## src/rtl/tbird_ctrl_if.sv

```systemverilog
// Switch inputs and light-state outputs of the Thunderbird tail-light controller.
// master: the switch side (board / testbench); slave: the controller.
interface tbird_ctrl_if;
  logic       left;
  logic       right;
  logic       brake;
  logic       hazard;
  logic [2:0] current_state;
  logic [1:0] count_lb;
  logic [1:0] count_rb;
  logic       count_h;

  modport master (
    output left, right, brake, hazard,
    input  current_state, count_lb, count_rb, count_h
  );

  modport slave (
    input  left, right, brake, hazard,
    output current_state, count_lb, count_rb, count_h
  );
endinterface

```

## src/rtl/tbird_ctrl.sv

```systemverilog
// Thunderbird tail-light sequential controller: switch sampling, light-state FSM,
// free-running animation prescaler and per-group sequence counters.
// Optional macro TBIRD_INSYNC_EN: two-flop synchronizers on the four switches
// (adds two cycles of input-to-state latency).
module tbird_ctrl #(
  parameter int unsigned TICK_DIV = 12_500_000
) (
  input logic        clk,
  input logic        reset,
  tbird_ctrl_if.slave bus
);

  localparam int unsigned PW = (TICK_DIV > 2) ? $clog2(TICK_DIV) : 1;
  localparam logic [PW-1:0] TICK_LAST = PW'(TICK_DIV - 1);

  typedef enum logic [2:0] {
    IDEL    = 3'b000,
    LEFT    = 3'b001,
    RIGHT   = 3'b010,
    LBREAK  = 3'b011,
    RBREAK  = 3'b100,
    BREAK   = 3'b101,
    HAZARD  = 3'b110,
    ILLEGAL = 3'b111
  } state_t;

  state_t        state, state_n;
  logic [PW-1:0] presc;
  logic          tick;
  logic          l, r, b, h;
  logic [1:0]    count_lb, count_lb_n;
  logic [1:0]    count_rb, count_rb_n;
  logic          count_h, count_h_n;

`ifdef TBIRD_INSYNC_EN
  logic [3:0] sync1, sync2;

  // Two-flop synchronizer for the asynchronous switch levels.
  always_ff @(posedge clk or posedge reset) begin
    if (reset) begin
      sync1 <= '0;
      sync2 <= '0;
    end else begin
      sync1 <= {bus.hazard, bus.brake, bus.right, bus.left};
      sync2 <= sync1;
    end
  end

  assign {h, b, r, l} = sync2;
`else
  assign {h, b, r, l} = {bus.hazard, bus.brake, bus.right, bus.left};
`endif

  // Free-running animation prescaler; never restarted by a state change.
  always_ff @(posedge clk or posedge reset) begin
    if (reset) begin
      presc <= '0;
    end else if (presc == TICK_LAST) begin
      presc <= '0;
    end else begin
      presc <= presc + 1'b1;
    end
  end

  assign tick = (presc == TICK_LAST);

  function automatic logic in_left(input state_t s);
    return (s == LEFT) || (s == LBREAK);
  endfunction

  function automatic logic in_right(input state_t s);
    return (s == RIGHT) || (s == RBREAK);
  endfunction

  // State and sequence-counter registers.
  always_ff @(posedge clk or posedge reset) begin
    if (reset) begin
      state    <= IDEL;
      count_lb <= '0;
      count_rb <= '0;
      count_h  <= 1'b0;
    end else begin
      state    <= state_n;
      count_lb <= count_lb_n;
      count_rb <= count_rb_n;
      count_h  <= count_h_n;
    end
  end

  // Next state: priority decode of the sampled switches; any state reaches any
  // other in one step, so the current state only matters for the illegal code.
  always_comb begin
    state_n = IDEL;
    if (state != ILLEGAL) begin
      if (h)                 state_n = HAZARD;
      else if (b && l && !r) state_n = LBREAK;
      else if (b && r && !l) state_n = RBREAK;
      else if (b)            state_n = BREAK;
      else if (l && !r)      state_n = LEFT;
      else if (r && !l)      state_n = RIGHT;
      else                   state_n = IDEL;
    end
  end

  // Counter updates: clear on leaving or entering a group (clear beats tick),
  // advance on tick only while staying inside the group.
  always_comb begin
    count_lb_n = count_lb;
    count_rb_n = count_rb;
    count_h_n  = count_h;

    if (!in_left(state_n) || !in_left(state)) begin
      count_lb_n = '0;
    end else if (tick) begin
      count_lb_n = count_lb + 2'd1;
    end

    if (!in_right(state_n) || !in_right(state)) begin
      count_rb_n = '0;
    end else if (tick) begin
      count_rb_n = count_rb + 2'd1;
    end

    if ((state_n != HAZARD) || (state != HAZARD)) begin
      count_h_n = 1'b0;
    end else if (tick) begin
      count_h_n = ~count_h;
    end
  end

  assign bus.current_state = state;
  assign bus.count_lb      = count_lb;
  assign bus.count_rb      = count_rb;
  assign bus.count_h       = count_h;

endmodule

```

## src/flat_wrapper.sv

```systemverilog
// flat-port wrapper written by rule: the top's interface ports become plain ports
module tbird_ctrl_flat 
#(
  parameter int unsigned TICK_DIV = 12_500_000
)
  (clk, reset, bus_left, bus_right, bus_brake, bus_hazard, bus_current_state, bus_count_lb, bus_count_rb, bus_count_h);
  tbird_ctrl_if bus_i ();
  input logic clk;
  input logic reset;
  input wire logic [$bits(bus_i.left)-1:0] bus_left;
  input wire logic [$bits(bus_i.right)-1:0] bus_right;
  input wire logic [$bits(bus_i.brake)-1:0] bus_brake;
  input wire logic [$bits(bus_i.hazard)-1:0] bus_hazard;
  output wire logic [$bits(bus_i.current_state)-1:0] bus_current_state;
  output wire logic [$bits(bus_i.count_lb)-1:0] bus_count_lb;
  output wire logic [$bits(bus_i.count_rb)-1:0] bus_count_rb;
  output wire logic [$bits(bus_i.count_h)-1:0] bus_count_h;
  assign bus_i.left = bus_left;
  assign bus_i.right = bus_right;
  assign bus_i.brake = bus_brake;
  assign bus_i.hazard = bus_hazard;
  assign bus_current_state = bus_i.current_state;
  assign bus_count_lb = bus_i.count_lb;
  assign bus_count_rb = bus_i.count_rb;
  assign bus_count_h = bus_i.count_h;
  tbird_ctrl #(.TICK_DIV(TICK_DIV)) u_core (.clk(clk), .reset(reset), .bus(bus_i));
endmodule
```

## config.mk

```make
export PLATFORM = sky130hd
export DESIGN_NAME = tbird_ctrl_flat
export DESIGN_NICKNAME = d
export VERILOG_FILES = /design/src/rtl/tbird_ctrl_if.sv /design/src/rtl/tbird_ctrl.sv /design/src/flat_wrapper.sv
export SDC_FILE = /design/constraint.sdc
export NUM_CORES = 1
export LEC_CHECK = 0
export CORE_MARGIN = 2
export CORE_UTILIZATION = 30
export CTS_CLUSTER_SIZE = 30
export DETAILED_ROUTE_END_ITERATION = 10
export SKIP_CTS_REPAIR_TIMING = 1
export SLEW_MARGIN = 0
export SYNTH_ARGS = -nofsm -noshare
export SYNTH_HDL_FRONTEND = slang
export SYNTH_SLANG_ARGS = --single-unit
```

## constraint.sdc

```tcl
create_clock -name clk -period 3.33 [get_ports clk]
set_clock_uncertainty 0.05 [all_clocks]
set_input_delay 0.666 -clock clk [delete_from_list [all_inputs] [get_ports clk]]
set_output_delay 0.666 -clock clk [all_outputs]
set_load 0.05 [all_outputs]
```

==> reports/metrics.cfg <==
[route]
firstDrtPassIters = 4
wl_per_cell_um = 12.5
ant_nets = 0
drt_wl_total_mm = 3.12
drt-initial-drc-count = 54
vias = 1226
drc = 0
vias_per_cell = 4.92

[critical_path]
worst-path-buf-inv = 1
start_kind = flop
crit_arrival_ps = 1510
r2r_slack_ps = 1230
critical-path-slowest-cell = clkdlybuf4s50_1
crit_end = bus_current_state[2]
ff2ff_path_depth = 4
endpoint_kind = primary output
r2r-end = u_core.bus.count_rb[1]$_DFFE_PP0P_
r2r_start = u_core.presc[6]$_DFF_PP0_
required_ps = 2610
crit_fanout = 5
critical_path_class = flop to primary output
crit_chain = clkdlybuf4s50_1
cpPeakStageDelay_ps = 830
cp.depth = 1
critical_path.startpoint = u_core.bus.current_state[2]$_DFF_PP0_
crit_family = buffers and inverters

[global_routing]
grtUsageMet1 = 0.148
grt_max_degree = 33
use_met2 = 0.181
met3_usage = 0.0284
antenna_found_initial = 0
grt_pass1_vias = 1186
grt_use_total = 0.113
grt_busiest_layer = met2
grt_pass1_wl_mm = 5.35
grt_remaining_overflow = 0

[status]
status = complete, no violations

[layout]
drive_gt1_frac = 0.0782
area_growth_syn_to_layout_pct = 19.8
final_cells = 249
fill_cells = 531
multi_input_area_um2 = 722
num_antenna_cells = 0
final_nets = 185
regArea_um2 = 801
fin_area_um2 = 1880

[die]
die_h_um = 76.3
start_util = 0.309
core_um2 = 5070
io_pins = 14
row_count = 26
fp.dieW_um = 76.3
dieArea_um2 = 5820

[sta]
period_minus_slack_ps = 2230
hold_violations = 0
slew_viol_final = 0
tightest_slew_ps = 495
fin_crit_sh = 0.669
setup_viol = 0
timing.setup.tns_ps = 0
grt_setup_unrepaired = false
slew_headroom = 0.669
max_freq_mhz = 449

[yosys]
ys_seq_elements = 32
synth_cell_types = 35
yosysSeqAreaShare = 0.510
synth.cell_area_um2 = 1570
synth.avg_cell_area_um2 = 9.93
yosysWarningCount = 0
syn_inst = 158
syn_nets = 165

[clock_network]
clk_pin_slew_ps = 60
cts_tree = done
clockRootBuffer = clkbuf_8
cts_buffers = 5
cts_max_level = 2
clock_latency_ps = 280
clkSinkCount = 32
cts_max_path_buffers = 2

[place]
placed_cells = 241
place_area_um2 = 1790
dp_hpwl_mm = 2.13
gp_congestion = 0.716
portBuffers = 13

[flow_run]
max-cap-violations = 0

[hold_path]
min_path_type = flop to flop
hp-start = u_core.presc[0]$_DFF_PP0_

[power_and_ir_drop]
peakVddDrop_mv = 0.206
p_per_area_nw_per_um2 = 397
p_leak_nw = 0.785

logic make-up (layout without fill, tap and decap cells):
kind of cell	Yosys count	in the layout	share of synthesized area
flops	32	32	0.510
mux	1	1	0.00638
fa+ha+maj	1	1	0.00797
simple gates	70	70	0.258
buf+inv	10	31	0.0295
xor+xnor	14	14	0.0782
compound gates	30	30	0.109
per-layer routing:
| layer | share of wire | vias up |
|---|---|---|
| met5 | 0 | - |
| met3 | 0.020 | 5 |
| met2 | 0.46 | 9 |
| li1 | - | 619 |
| met4 | 0.012 | 0 |
| met1 | 0.51 | 593 |
cells in the final DEF, fill, tap and decap left out:
cell type / synthesis / layout
nor4b_1: 1 / 1
a211oi_1: 1 / 1
and4_1: 2 / 2
nand3_2: 1 / 1
buf_4: 0 / 3
nand4_1: 5 / 5
or4_1: 5 / 5
nand4b_1: 1 / 1
clkbuf_8: 0 / 6
a31o_2: 1 / 1
nor3_1: 3 / 3
or4_4: 1 / 1
nor2b_1: 1 / 1
o21ai_0: 8 / 8
o21a_1: 1 / 1
and3_1: 5 / 5
nand2b_1: 1 / 1
mux2i_1: 1 / 1
inv_1: 7 / 7
or2_1: 1 / 1
ha_1: 1 / 1
or3_2: 1 / 1
nand2_1: 7 / 7
xnor2_1: 6 / 6
nor4_1: 3 / 3
dfrtp_1: 32 / 32
xor2_1: 8 / 8
a21oi_1: 14 / 14
clkdlybuf4s50_1: 0 / 13
or4b_2: 1 / 1
nor4bb_1: 2 / 2
nand3_1: 11 / 11
o31ai_1: 5 / 5
nor2_1: 14 / 14
clkbuf_1: 1 / 2
or3_1: 4 / 4
per-stage QoR:
step / util / hold slack, ps / setup WS (ps) / total power, mW
6_report: 0.370 / 433 / 1100 / 0.747
5_1_grt: 0.370 / 457 / 1050 / 0.777
4_1_cts: 0.370 / 433 / 1100 / 0.757
3_5_place_dp: 0.353 / 424 / 1100 / 0.449
3_3_place_gp: 0.353 / 419 / 1150 / 0.449
2_1_floorplan: - / 404 / 1430 / 0.428
synth_stat cells:
cell type  number  area (um^2)
nor4bb_1        2         20.0
nand4b_1        1         8.76
and4_1          2         17.5
nor4_1          3         18.8
xor2_1          8         70.1
buf_2           1         5.00
or3_2           1         7.51
or2_1           1         6.26
nand3_1        11         55.1
or4_4           1         11.3
nor3_1          3         15.0
and3_1          5         31.3
or4b_2          1         10.0
nand2_1         7         26.3
o21ai_0         8         40.0
xnor2_1         6         52.6
o21a_1          1         7.51
o31ai_1         5         37.5
a21oi_1        14         70.1
nand3_2         1         10.0
buf_6           1         11.3
mux2i_1         1         10.0
clkbuf_1        1         3.75
nand2b_1        1         6.26
or4_1           5         37.5
nor2b_1         1         6.26
inv_1           7         26.3
nor4b_1         1         8.76
or3_1           4         25.0
nor2_1         14         52.6
ha_1            1         12.5
nand4_1         5         31.3
a211oi_1        1         7.51
a31o_2          1         8.76
dfrtp_1        32          801
power by group:
group | leakage, nW | total [mW] | internal [mW] | switching, mW
combinational | 0.313 | 0.0443 | 0.0166 | 0.0277
clock | 0.0455 | 0.307 | 0.168 | 0.138
sequential | 0.426 | 0.396 | 0.392 | 0.00383
worst min-delay path by stage:
stage,endpoint,slack (ps),cells past startpoint
global placement,u_core.presc[0]$_DFF_PP0_,420,1
floorplan,u_core.presc[20]$_DFF_PP0_,400,1
global route,u_core.presc[0]$_DFF_PP0_,460,1
CTS,u_core.presc[0]$_DFF_PP0_,430,1
detailed placement,u_core.presc[0]$_DFF_PP0_,420,1
finish,u_core.presc[0]$_DFF_PP0_,430,1
registers in the layout, indices dropped and copies added, names as in the netlist:
signal and cells:
u_core.bus.count_lb 2, u_core.bus.current_state 3, u_core.bus.count_h 1, u_core.presc 24, u_core.bus.count_rb 2
cell type report:
cell class	instances	share of cell area
multi-input cells	116	0.384
repair buffers	16	0.0812
flip-flops and latches	32	0.426
well taps	70	0.0466
inverters	7	0.0140
clock buffers	8	0.0479
No activity file was read; power rests on OpenSTA's default activity.
